File: config.mk
export PLATFORM = sky130hd
export DESIGN_NAME = riscv_instr_prefetcher
export DESIGN_NICKNAME = d
export VERILOG_FILES = /design/src/rtl/riscv_instr_prefetcher.sv
export SDC_FILE = /design/constraint.sdc
export NUM_CORES = 1
export LEC_CHECK = 0
export ABC_CLOCK_PERIOD_IN_PS = 12200
export BUFFER_PORTS_ARGS = -buffer_cell sky130_fd_sc_hd__buf_2
export CORE_MARGIN = 10
export CORE_UTILIZATION = 50
export DETAILED_ROUTE_END_ITERATION = 8
export PLACE_DENSITY = 0.8
export SLEW_MARGIN = 20
export SYNTH_ARGS = -nofsm -noshare
export SYNTH_HDL_FRONTEND = slang
export SYNTH_SLANG_ARGS = --single-unit
File: constraint.sdc
create_clock -name clk -period 12.2 [get_ports clk]
set_input_delay 3.66 -clock clk [delete_from_list [all_inputs] [get_ports clk]]
set_output_delay 3.66 -clock clk [all_outputs]
set_load 0.01 [all_outputs]
File: src/rtl/riscv_instr_prefetcher.sv
// Instruction prefetcher: issues word fetches on a req/gnt/rvalid bus and buffers
// responses in a small FIFO for the IF stage. Flushes on branch and drops stale responses.
module riscv_instr_prefetcher #(
    parameter int DEPTH           = 4,
    parameter int MAX_OUTSTANDING = 2
) (
    input  logic        clk,
    input  logic        rst,
    input  logic        req_i,
    input  logic        branch_i,
    input  logic [31:0] branch_addr_i,
    input  logic        ready_i,
    output logic        valid_o,
    output logic [31:0] rdata_o,
    output logic [31:0] addr_o,
    output logic        err_o,
    output logic        busy_o,
    output logic        instr_req_o,
    output logic [31:0] instr_addr_o,
    input  logic        instr_gnt_i,
    input  logic        instr_rvalid_i,
    input  logic [31:0] instr_rdata_i,
    input  logic        instr_err_i
);
    localparam int AW = (DEPTH > 1) ? $clog2(DEPTH) : 1;
    localparam int CW = AW + 2;
    localparam logic [CW-1:0] DEPTH_C   = CW'(DEPTH);
    localparam logic [1:0]    MAX_OUT_C = 2'(MAX_OUTSTANDING);

    logic [31:0]    fifo_data [DEPTH];
    logic [31:0]    fifo_addr [DEPTH];
    logic [DEPTH-1:0] fifo_err;
    logic [AW-1:0]  wr_ptr;
    logic [AW-1:0]  rd_ptr;
    logic [CW-1:0]  occ;
    logic [CW-1:0]  credit;
    logic [1:0]     out;
    logic [1:0]     disc;
    logic [31:0]    fetch_addr;
    logic [31:0]    resp_addr;
    logic [31:0]    branch_word;
    logic [31:0]    push_data;
    logic           stopped;
    logic           grant;
    logic           pop;
    logic           push;
    logic           drop;
    logic           branch_lsb_unused;

    assign branch_lsb_unused = branch_addr_i[0];
    assign branch_word = {branch_addr_i[31:2], 2'b00};

    assign valid_o = (occ != '0);
    assign rdata_o = fifo_data[rd_ptr];
    assign addr_o  = fifo_addr[rd_ptr];
    assign err_o   = fifo_err[rd_ptr];
    assign busy_o  = (out != 2'd0);

    assign pop   = valid_o & ready_i;
    assign grant = instr_req_o & instr_gnt_i;
    assign drop  = instr_rvalid_i & (disc != 2'd0);
    assign push  = instr_rvalid_i & ~drop & ~branch_i;

    // Slots already promised: buffered entries (net of this cycle's pop) plus live requests.
    assign credit = occ - CW'(pop) + CW'(out) - CW'(disc);

    assign instr_req_o  = req_i & ~stopped & (out < MAX_OUT_C) & (credit < DEPTH_C);
    assign instr_addr_o = branch_i ? branch_word : fetch_addr;

    // A halfword-aligned restart keeps only the upper half of the first word.
    assign push_data = resp_addr[1] ? {16'h0000, instr_rdata_i[31:16]} : instr_rdata_i;

    always_ff @(posedge clk or posedge rst) begin
        if (rst) begin
            for (int i = 0; i < DEPTH; i++) begin
                fifo_data[i] <= '0;
                fifo_addr[i] <= '0;
            end
            fifo_err   <= '0;
            wr_ptr     <= '0;
            rd_ptr     <= '0;
            occ        <= '0;
            out        <= 2'd0;
            disc       <= 2'd0;
            fetch_addr <= '0;
            resp_addr  <= '0;
            stopped    <= 1'b0;
        end else begin
            out <= out + 2'(grant) - 2'(instr_rvalid_i);
            if (branch_i) begin
                occ    <= '0;
                wr_ptr <= '0;
                rd_ptr <= '0;
                // Only requests older than this cycle are stale; a grant taken now
                // is the first fetch of the new stream.
                disc       <= out - 2'(instr_rvalid_i);
                resp_addr  <= {branch_addr_i[31:1], 1'b0};
                stopped    <= 1'b0;
                fetch_addr <= grant ? branch_word + 32'd4 : branch_word;
            end else begin
                if (grant) fetch_addr <= fetch_addr + 32'd4;
                if (drop)  disc <= disc - 2'd1;
                if (pop)   rd_ptr <= rd_ptr + AW'(1);
                occ <= occ + CW'(push) - CW'(pop);
                if (push) begin
                    fifo_data[wr_ptr] <= push_data;
                    fifo_addr[wr_ptr] <= resp_addr;
                    fifo_err[wr_ptr]  <= instr_err_i;
                    wr_ptr            <= wr_ptr + AW'(1);
                    resp_addr         <= {resp_addr[31:2], 2'b00} + 32'd4;
                    if (instr_err_i) stopped <= 1'b1;
                end
            end
        end
    end

    always @(posedge clk) begin
        if (!rst) begin
            assert (!instr_rvalid_i || out != 2'd0);
            assert (disc <= out);
            assert (!(push && occ == DEPTH_C && !pop));
            assert (!(pop && occ == '0));
        end
    end
endmodule

==> results of run 1 <==
[placed cells by master (no fill, tap or decap), types with 17 or more instances in the layout]
cell,netlist,layout
nor2_1,24,24
dfrtp_1,330,328
nand3_1,25,25
xor2_1,44,44
o21ai_0,195,195
mux4_2,65,65
ha_1,18,18
nand2_1,202,198
mux2i_1,37,37
xnor2_1,49,49
nand4_1,28,28
buf_2,1,166
mux2_2,128,128
nand2b_1,17,17
inv_1,50,49
clkbuf_16,0,36
[path summary, 6_finish.rpt]
path                              start              to
setup / recovery                ready_i     instr_req_o
hold / removal             fifo_data[9]    fifo_data[9]
setup reg to reg                 occ[2]          out[1]
hold reg to reg            fifo_data[9]    fifo_data[9]
max in group asynchronous           rst     fifo_err[3]
min in group asynchronous           rst  fifo_data[104]
[registers in the layout (all words and copies together), names as in the netlist, 4 cells and up]
register / cells
resp_addr: 31
occ: 4
fifo_err: 4
fifo_addr: 124
fetch_addr: 30
fifo_data: 128
[routing by layer]
metal / vias up / wire length (µm) / GRT usage
met2: 318 / 19000 / 0.329
met4: 2 / 839 / 0.0489
met5: - / 7 / 0
met1: 5635 / 16200 / 0.256
met3: 58 / 2580 / 0.0397
li1: 5140 / - / -
[cells in the mapped netlist, types with 4 or more instances]
library cell,n
and2_1,7
clkbuf_1,60
ha_1,18
a21oi_1,8
nor2_1,24
nand3_1,25
or3_1,4
nor4_1,9
nand4_1,28
and4_1,9
mux2i_1,37
dfrtp_1,330
buf_1,21
nand2b_1,17
mux2_2,128
and3_1,11
xor2_1,44
xnor2_1,49
inv_1,50
fa_1,4
nor3_1,9
buf_4,4
mux4_2,65
o21ai_0,195
nand2_1,202
[kinds of logic (layout without fill, tap and decap cells)]
family | after synthesis | after routing | share of synthesized area
buffers and inverters | 138 | 293 | 0.0342
AND/OR/NAND/NOR | 357 | 357 | 0.105
multiplexers | 230 | 230 | 0.204
other | 1 | 3 | 0.000234
AO/OA/AOI/OAI | 218 | 218 | 0.0723
XOR/XNOR | 93 | 93 | 0.0507
adder cells (fa/ha/maj) | 22 | 22 | 0.0190
flip-flops | 330 | 330 | 0.514
[power by group through the flow]
stage | registers, µW | clock network (µW) | logic, µW
after floorplan | 1440 | 0 | 783
after detailed placement | 1510 | 0 | 1110
final | 1500 | 1070 | 1100
after global routing | 1530 | 1140 | 1210
after CTS | 1500 | 1090 | 1120
after global placement | 1490 | 0 | 1070
[stage by stage]
step,total power [µW],hold WS [ps],std cells,util,setup slack [ps]
after floorplan,2220,445,1391,-,2510
after global placement,2560,456,1884,0.543,2220
after detailed placement,2620,467,1884,0.543,2180
after CTS,3700,479,1948,0.581,2180
after global routing,3870,492,1948,0.581,2110
final,3660,474,1948,0.581,2190
[layout make-up]
| class | instances | share of cell area |
|---|---|---|
| Tap cell | 402 | 0.0274 |
| Clock buffer | 53 | 0.0579 |
| Sequential cell | 330 | 0.450 |
| Inverter | 50 | 0.0104 |
| Clock inverter | 11 | 0.00626 |
| Multi-Input combinational cell | 923 | 0.397 |
| Timing Repair Buffer | 179 | 0.0518 |
[worst register-to-register path, cell delays in order (launching register included)]
cell and delay [ps]:
dfrtp_1 330, inv_1 80, ha_1 210, nand2_1 130, nand2_1 140, fa_1 410, fa_1 380, ha_1 290
or4b_1 540, or4_4 570, a21boi_2 670, inv_1 100, ha_1 300, inv_1 40, ha_1 170, xnor2_1 170
xnor2_1 130
==> summary.md, run 1 <==
| Metric | Value |
|---|---|
| # Post-CTS Setup Buffers | `0` |
| Dpl hpwl | `26.0 mm` |
| DP Area | `17200 µm²` |
| Post-synth top area share | `0.514` |
| Delay-heaviest family, CP | `simple AND/OR/NAND/NOR gates` |
| Switching pwr | `1160 µW` |
| Max FO, Critical Path | `6` |
| Post-synth EDFFs | `0` |
| Iteration-0 DRC count of the detailed router | `637` |
| H-tree levels | `2` |
| Nature of the critical path endpoint | `output port` |
| Total grt overflow | `0` |
| Int Pwr | `2500 µW` |
| Slew @ Worst Pin | `1100 ps` |
| Buf/Inv on CP | `2` |
| Die ar. | `39700 µm²` |
| Worst R2R Path Depth | `16` |
| Yosys top cell by area | `dfrtp_1` |
| Setup TNS Final | `0 ps` |
| WP data arrival | `6350 ps` |
| Headroom to the max-slew limit | `0.261` |
| CTS tree | `built` |
| RSZ-0062 raised after global routing | `false` |
| Ant diodes | `0` |
| Layout cells sized above 1 | `0.288` |
| TritonCTS Buffers | `36` |
| Hold Crit Class | `flip-flop to flip-flop` |
| Outcome | `complete, no violations` |
| Seq pwr share | `0.408` |
| CTS max path bufs | `3` |
| Area of the multi-input gates | `7290 µm²` |
| Clock-pin slew on the worst setup and hold paths | `60 ps` |
| Worst path slowest cell | `or4_4` |
| Port bufs | `167` |
| Final Skew | `22.4 ps` |
| Via density | `5.73` |
| # fillers | `2501` |
| Post-Syn Instances | `1389` |
| CTS sink cnt | `330` |
| Hold_buf cts | `0` |
| Router iterations before antenna repair | `5` |
| Area of the mapped netlist | `16100 µm²` |
| Root buf cell | `clkbuf_16` |
| Hold path depth | `2` |
| Post-CTS sizing | `0` |
| Core area | `31600 µm²` |
| Top-level I/O count | `172` |
| Placer Congestion | `0.868` |
| Crit-path cells | `buf_2 -> nand2_1 -> fa_1 -> fa_1 -> ha_1 -> or4b_1 -> or4_4 -> nand2_1 -> buf_2` |
| Cell area after layout | `18400 µm²` |
| Vias in the first global route | `11700` |
| #FFs+latches synth | `330` |
| Pins Over Slew Limit | `0` |
| Initial antenna violation count | `1` |
| Dominant synthesized flop cell | `dfrtp_1` |
| Ys async rst share | `1.00` |
| Cell depth of the worst setup path | `9` |
| Ranking of synthesized cells by area | `dfrtp_1 (51%), mux4_2 (9.1%), mux2_2 (9.0%), o21ai_0 (6.1%), nand2_1 (4.7%)` |
| DR vias | `11200` |
| Maximum Capacitance Violations | `0` |
| Pwr/cell area | `199 nW/µm²` |
| Fin crit period | `10010 ps` |
| DIE HEIGHT | `199 µm` |
| Switch share | `0.318` |
| Largest net degree at the start of global routing | `172` |
| Initial core utilization | `0.508` |
| Combinational share of power | `0.300` |
| Max Freq | `0.0999 GHz` |
| Final Hold Viols | `0` |
| DRC | `0` |
| Die X-Extent | `199 µm` |
| # rows | `65` |
| GRT Total Usage | `0.196` |
| Clk Latency, worst-skew pair | `530 ps` |
| Post-DRT Antenna Nets | `0` |
| Total detailed-routing wirelength | `38.7 mm` |
| Crit path required time | `8540 ps` |
| P&R area growth vs syn | `14.5%` |
| DR WL/cell | `19.8 µm` |
| Clk pwr share | `0.292` |
| Mean Syn Cell Area | `11.6 µm²` |
| Peak VDD IR | `108 µV` |
| Final net count | `1614` |
| First-pass GRT wire length | `62.2 mm` |
| Reg2Reg Setup Slack | `7450 ps` |
| Post-synthesis sequential area ratio | `0.514` |
| Final Setup Violations | `0` |
| Leak pwr | `0.00853 µW` |
| Crit share post-route | `0.820` |
| Register area | `8270 µm²` |
| Synth cell types | `48` |
| Setup CP Type | `input pin to output port` |
| YS warnings | `0` |
| Slowest stage delay, CP | `570 ps` |
| Worst setup SP type | `input pin` |
Power figures use the tool's default switching activity.
==> run 2, diff against run 1 <==
ABC_AREA = 1   (was unset)
ABC_CLOCK_PERIOD_IN_PS = 8500   (was 12200)
clock period = 8.5 ns   (was 12.2 ns; I/O delays follow)
==> run 2 against run 1 <==
Compared with the run above: combinational power up 95%; worst setup slack worse by 880 ps; routed wire length up 43%; final cell count up 55%; first-iteration DRC count rose to 3.0 times the previous value; critical endpoint unchanged; highest routed layer is now met4.
==> summary.md, run 2 <==
| Metric | Value |
|---|---|
| Outcome | `complete, no violations` |
| Buf/Inv on CP | `5` |
| DR WL/cell | `18.3 µm` |
| Area of the mapped netlist | `17700 µm²` |
| Post-synth top area share | `0.467` |
| Port bufs | `167` |
| Largest family of logic cells by synthesized area | `simple AND/OR/NAND/NOR gates` |
| Mean Syn Cell Area | `7.24 µm²` |
| Pwr/cell area | `303 nW/µm²` |
| Dominant synthesized flop cell | `dfrtp_1` |
| Core area | `34700 µm²` |
| Xor/xnor cell area share of the yosys netlist | `0.0168` |
| H-tree levels | `2` |
| Most frequent cells in the layout | `nand2_1 (858), o21ai_0 (333), dfrtp_1 (328)` |
| Most common library cells after synthesis | `nand2_1 (862), o21ai_0 (333), dfrtp_1 (330)` |
| CTS max path bufs | `3` |
| CTS sink cnt | `330` |
| First-pass GRT wire length | `89.0 mm` |
| Layout cells sized above 1 | `0.103` |
| Final net count | `2627` |
| Clk Latency, worst-skew pair | `520 ps` |
| Total grt overflow | `0` |
| Peak VDD IR | `177 µV` |
| Ant diodes | `0` |
| Post-synthesis compound-gate area fraction | `0.138` |
| Die X-Extent | `208 µm` |
| Adder-Cell Fraction of Synth Area | `0.0172` |
| Cell mode on critical path | `nand2_1` |
| Pins Over Slew Limit | `0` |
| Router iterations before antenna repair | `6` |
| Final Setup Violations | `0` |
| P&R area growth vs syn | `12.6%` |
| Final Hold Viols | `0` |
| Final Util | `0.574` |
| Max FFs per register | `128` |
| Setup TNS Final | `0 ps` |
| Delay-heaviest family, CP | `adder cells` |
| Max Freq | `0.139 GHz` |
| Maximum Capacitance Violations | `0` |
| Yosys top cell by area | `dfrtp_1` |
| Worst path slowest cell | `fa_1` |
| TritonCTS Buffers | `36` |
| Hold_buf cts | `0` |
| Setup CP Type | `input pin to output port` |
| Top-level I/O count | `172` |
| Clock-pin slew on the worst setup and hold paths | `60 ps` |
| DR vias | `17200` |
| Slew @ Worst Pin | `1120 ps` |
| Initial antenna violation count | `0` |
| Nature of the critical path endpoint | `output port` |
| Crit path required time | `5950 ps` |
| Headroom to the max-slew limit | `0.256` |
| Most common cell after layout, fill and taps aside | `nand2_1` |
| CTS tree | `built` |
| DIE HEIGHT | `208 µm` |
| Top reg by flops | `fifo_data` |
| WP data arrival | `4640 ps` |
| Fin crit period | `7190 ps` |
| Post-synth EDFFs | `0` |
| GRT Total Usage | `0.247` |
| Crit-path cells | `buf_2 -> nand2_1 -> fa_1 -> inv_1 -> fa_1 -> inv_1 -> ha_1 -> nand2_1 -> inv_1 -> nand2_1 -> nand2_1 -> nand2_1 -> nand2_1 -> nor2_4 -> buf_2` |
| Worst setup SP type | `input pin` |
| Crit share post-route | `0.846` |
| Final Skew | `11.0 ps` |
| Iteration-0 DRC count of the detailed router | `1920` |
| Largest registers | `fifo_data x128, fifo_addr x124, resp_addr x31` |
| Most instantiated library cell after synthesis | `nand2_1` |
| Finished Layout Cells | `3015` |
| Largest net degree at the start of global routing | `158` |
| Post-synthesis sequential area ratio | `0.467` |
| # rows | `68` |
| Hold Crit Class | `flip-flop to flip-flop` |
| Via density | `5.71` |
| Slowest stage delay, CP | `520 ps` |
| Synth cell types | `38` |
| # Post-CTS Setup Buffers | `0` |
| Ranking of synthesized cells by area | `dfrtp_1 (47%), nand2_1 (18%), o21ai_0 (9.4%), nor2_1 (5.6%), inv_1 (3.6%)` |
| Post-DRT Antenna Nets | `0` |
| Post-synthesis mux area share | `0` |
| Dpl hpwl | `36.8 mm` |
| Post-CTS sizing | `0` |
| Initial core utilization | `0.510` |
| Post-Synth Simple-Gate Area | `0.291` |
| #FFs+latches synth | `330` |
| RSZ-0062 raised after global routing | `false` |
| Vias in the first global route | `16400` |
| DRC | `0` |
| Die ar. | `43300 µm²` |
| YS warnings | `0` |
| Post-Syn Instances | `2444` |
| DP Cell Count | `2950` |
| Root buf cell | `clkbuf_16` |
| Max FO, Critical Path | `3` |
| Total detailed-routing wirelength | `55.3 mm` |
| Ys async rst share | `1.00` |
| Leak pwr | `0.0102 µW` |
| Placer Congestion | `1.00` |
==> run 2: changes by cell type in the layout (fill, tap and decap cells not counted), sizes merged, moves of 22 or more <==
cell   previous run  this run
nor3              9        31
xnor2            49         6
inv              51       172
o22ai             0        66
o21ai           196       337
mux4             65         0
mux2i            37         0
nand2           202       865
nor2             24       267
nand3            25       101
mux2            128         0
==> run 2: cell type report <==
cell class / count / area [µm²]
Timing Repair Buffer: 183 / 981
Multi-Input combinational cell: 1807 / 8240
Fill cell: 3127 / 14800
Clock inverter: 12 / 150
Clock buffer: 53 / 1060
Sequential cell: 330 / 8260
Inverter: 175 / 663
Tap cell: 455 / 569
==> run 2: worst register-to-register path, delay by kind of cell (launching register included) <==
kind	cells	cell delay (ps)
flops	1	320
fa+ha+maj	4	1300
simple gates	13	1630
buf+inv	7	970
==> run 2: path summary, 6_finish.rpt <==
kind | slack, ps | start | cells after the start | to
hold / removal | 480 | fifo_data[37] | 2 | fifo_data[37]
setup reg to reg | 4160 | occ[2] | 24 | fetch_addr[21]
max in group asynchronous | 5150 | rst | 3 | fifo_addr[12]
min in group asynchronous | 2120 | rst | 2 | disc[0]
hold reg to reg | 480 | fifo_data[37] | 2 | fifo_data[37]
setup / recovery | 1310 | ready_i | 15 | instr_req_o
==> run 2: where the power goes <==
| part | total [µW] | leakage (µW) | internal (µW) | switching (µW) |
|---|---|---|---|---|
| logic | 2140 | 0.00528 | 737 | 1400 |
| clock network | 1600 | 0.000597 | 957 | 639 |
| registers | 2300 | 0.00436 | 1990 | 305 |
==> run 2: kinds of logic after synthesis <==
group | after synthesis
and+or+nand+nor | 1295
AOI/OAI and AO/OA | 453
DFF | 330
buffers and inverters | 309
xor gates and xnor gates | 34
adders and majority gates | 22
other | 1
==> run 2: through the flow <==
step / setup slack [ps] / cell area (µm²) / hold slack (ps) / total power, µW
final: 1310 / 19900 / 476 / 6030
after global routing: 1150 / 19900 / 491 / 6450
after CTS: 1290 / 19900 / 477 / 6060
after detailed placement: 1290 / 18700 / 460 / 4450
after global placement: 1310 / 18700 / 456 / 4370
after floorplan: 1410 / 17700 / 444 / 3670
==> run 2: per-layer routing <==
layer / vias to the layer above / part of all wire / global-route usage / wire length (µm)
li1: 8049 / - / - / -
met1: 8155 / 0.40 / 0.321 / 22200
met2: 885 / 0.47 / 0.404 / 26000
met3: 125 / 0.096 / 0.0488 / 5310
met4: 0 / 0.032 / 0.0812 / 1790
met5: - / 0 / 0 / 0
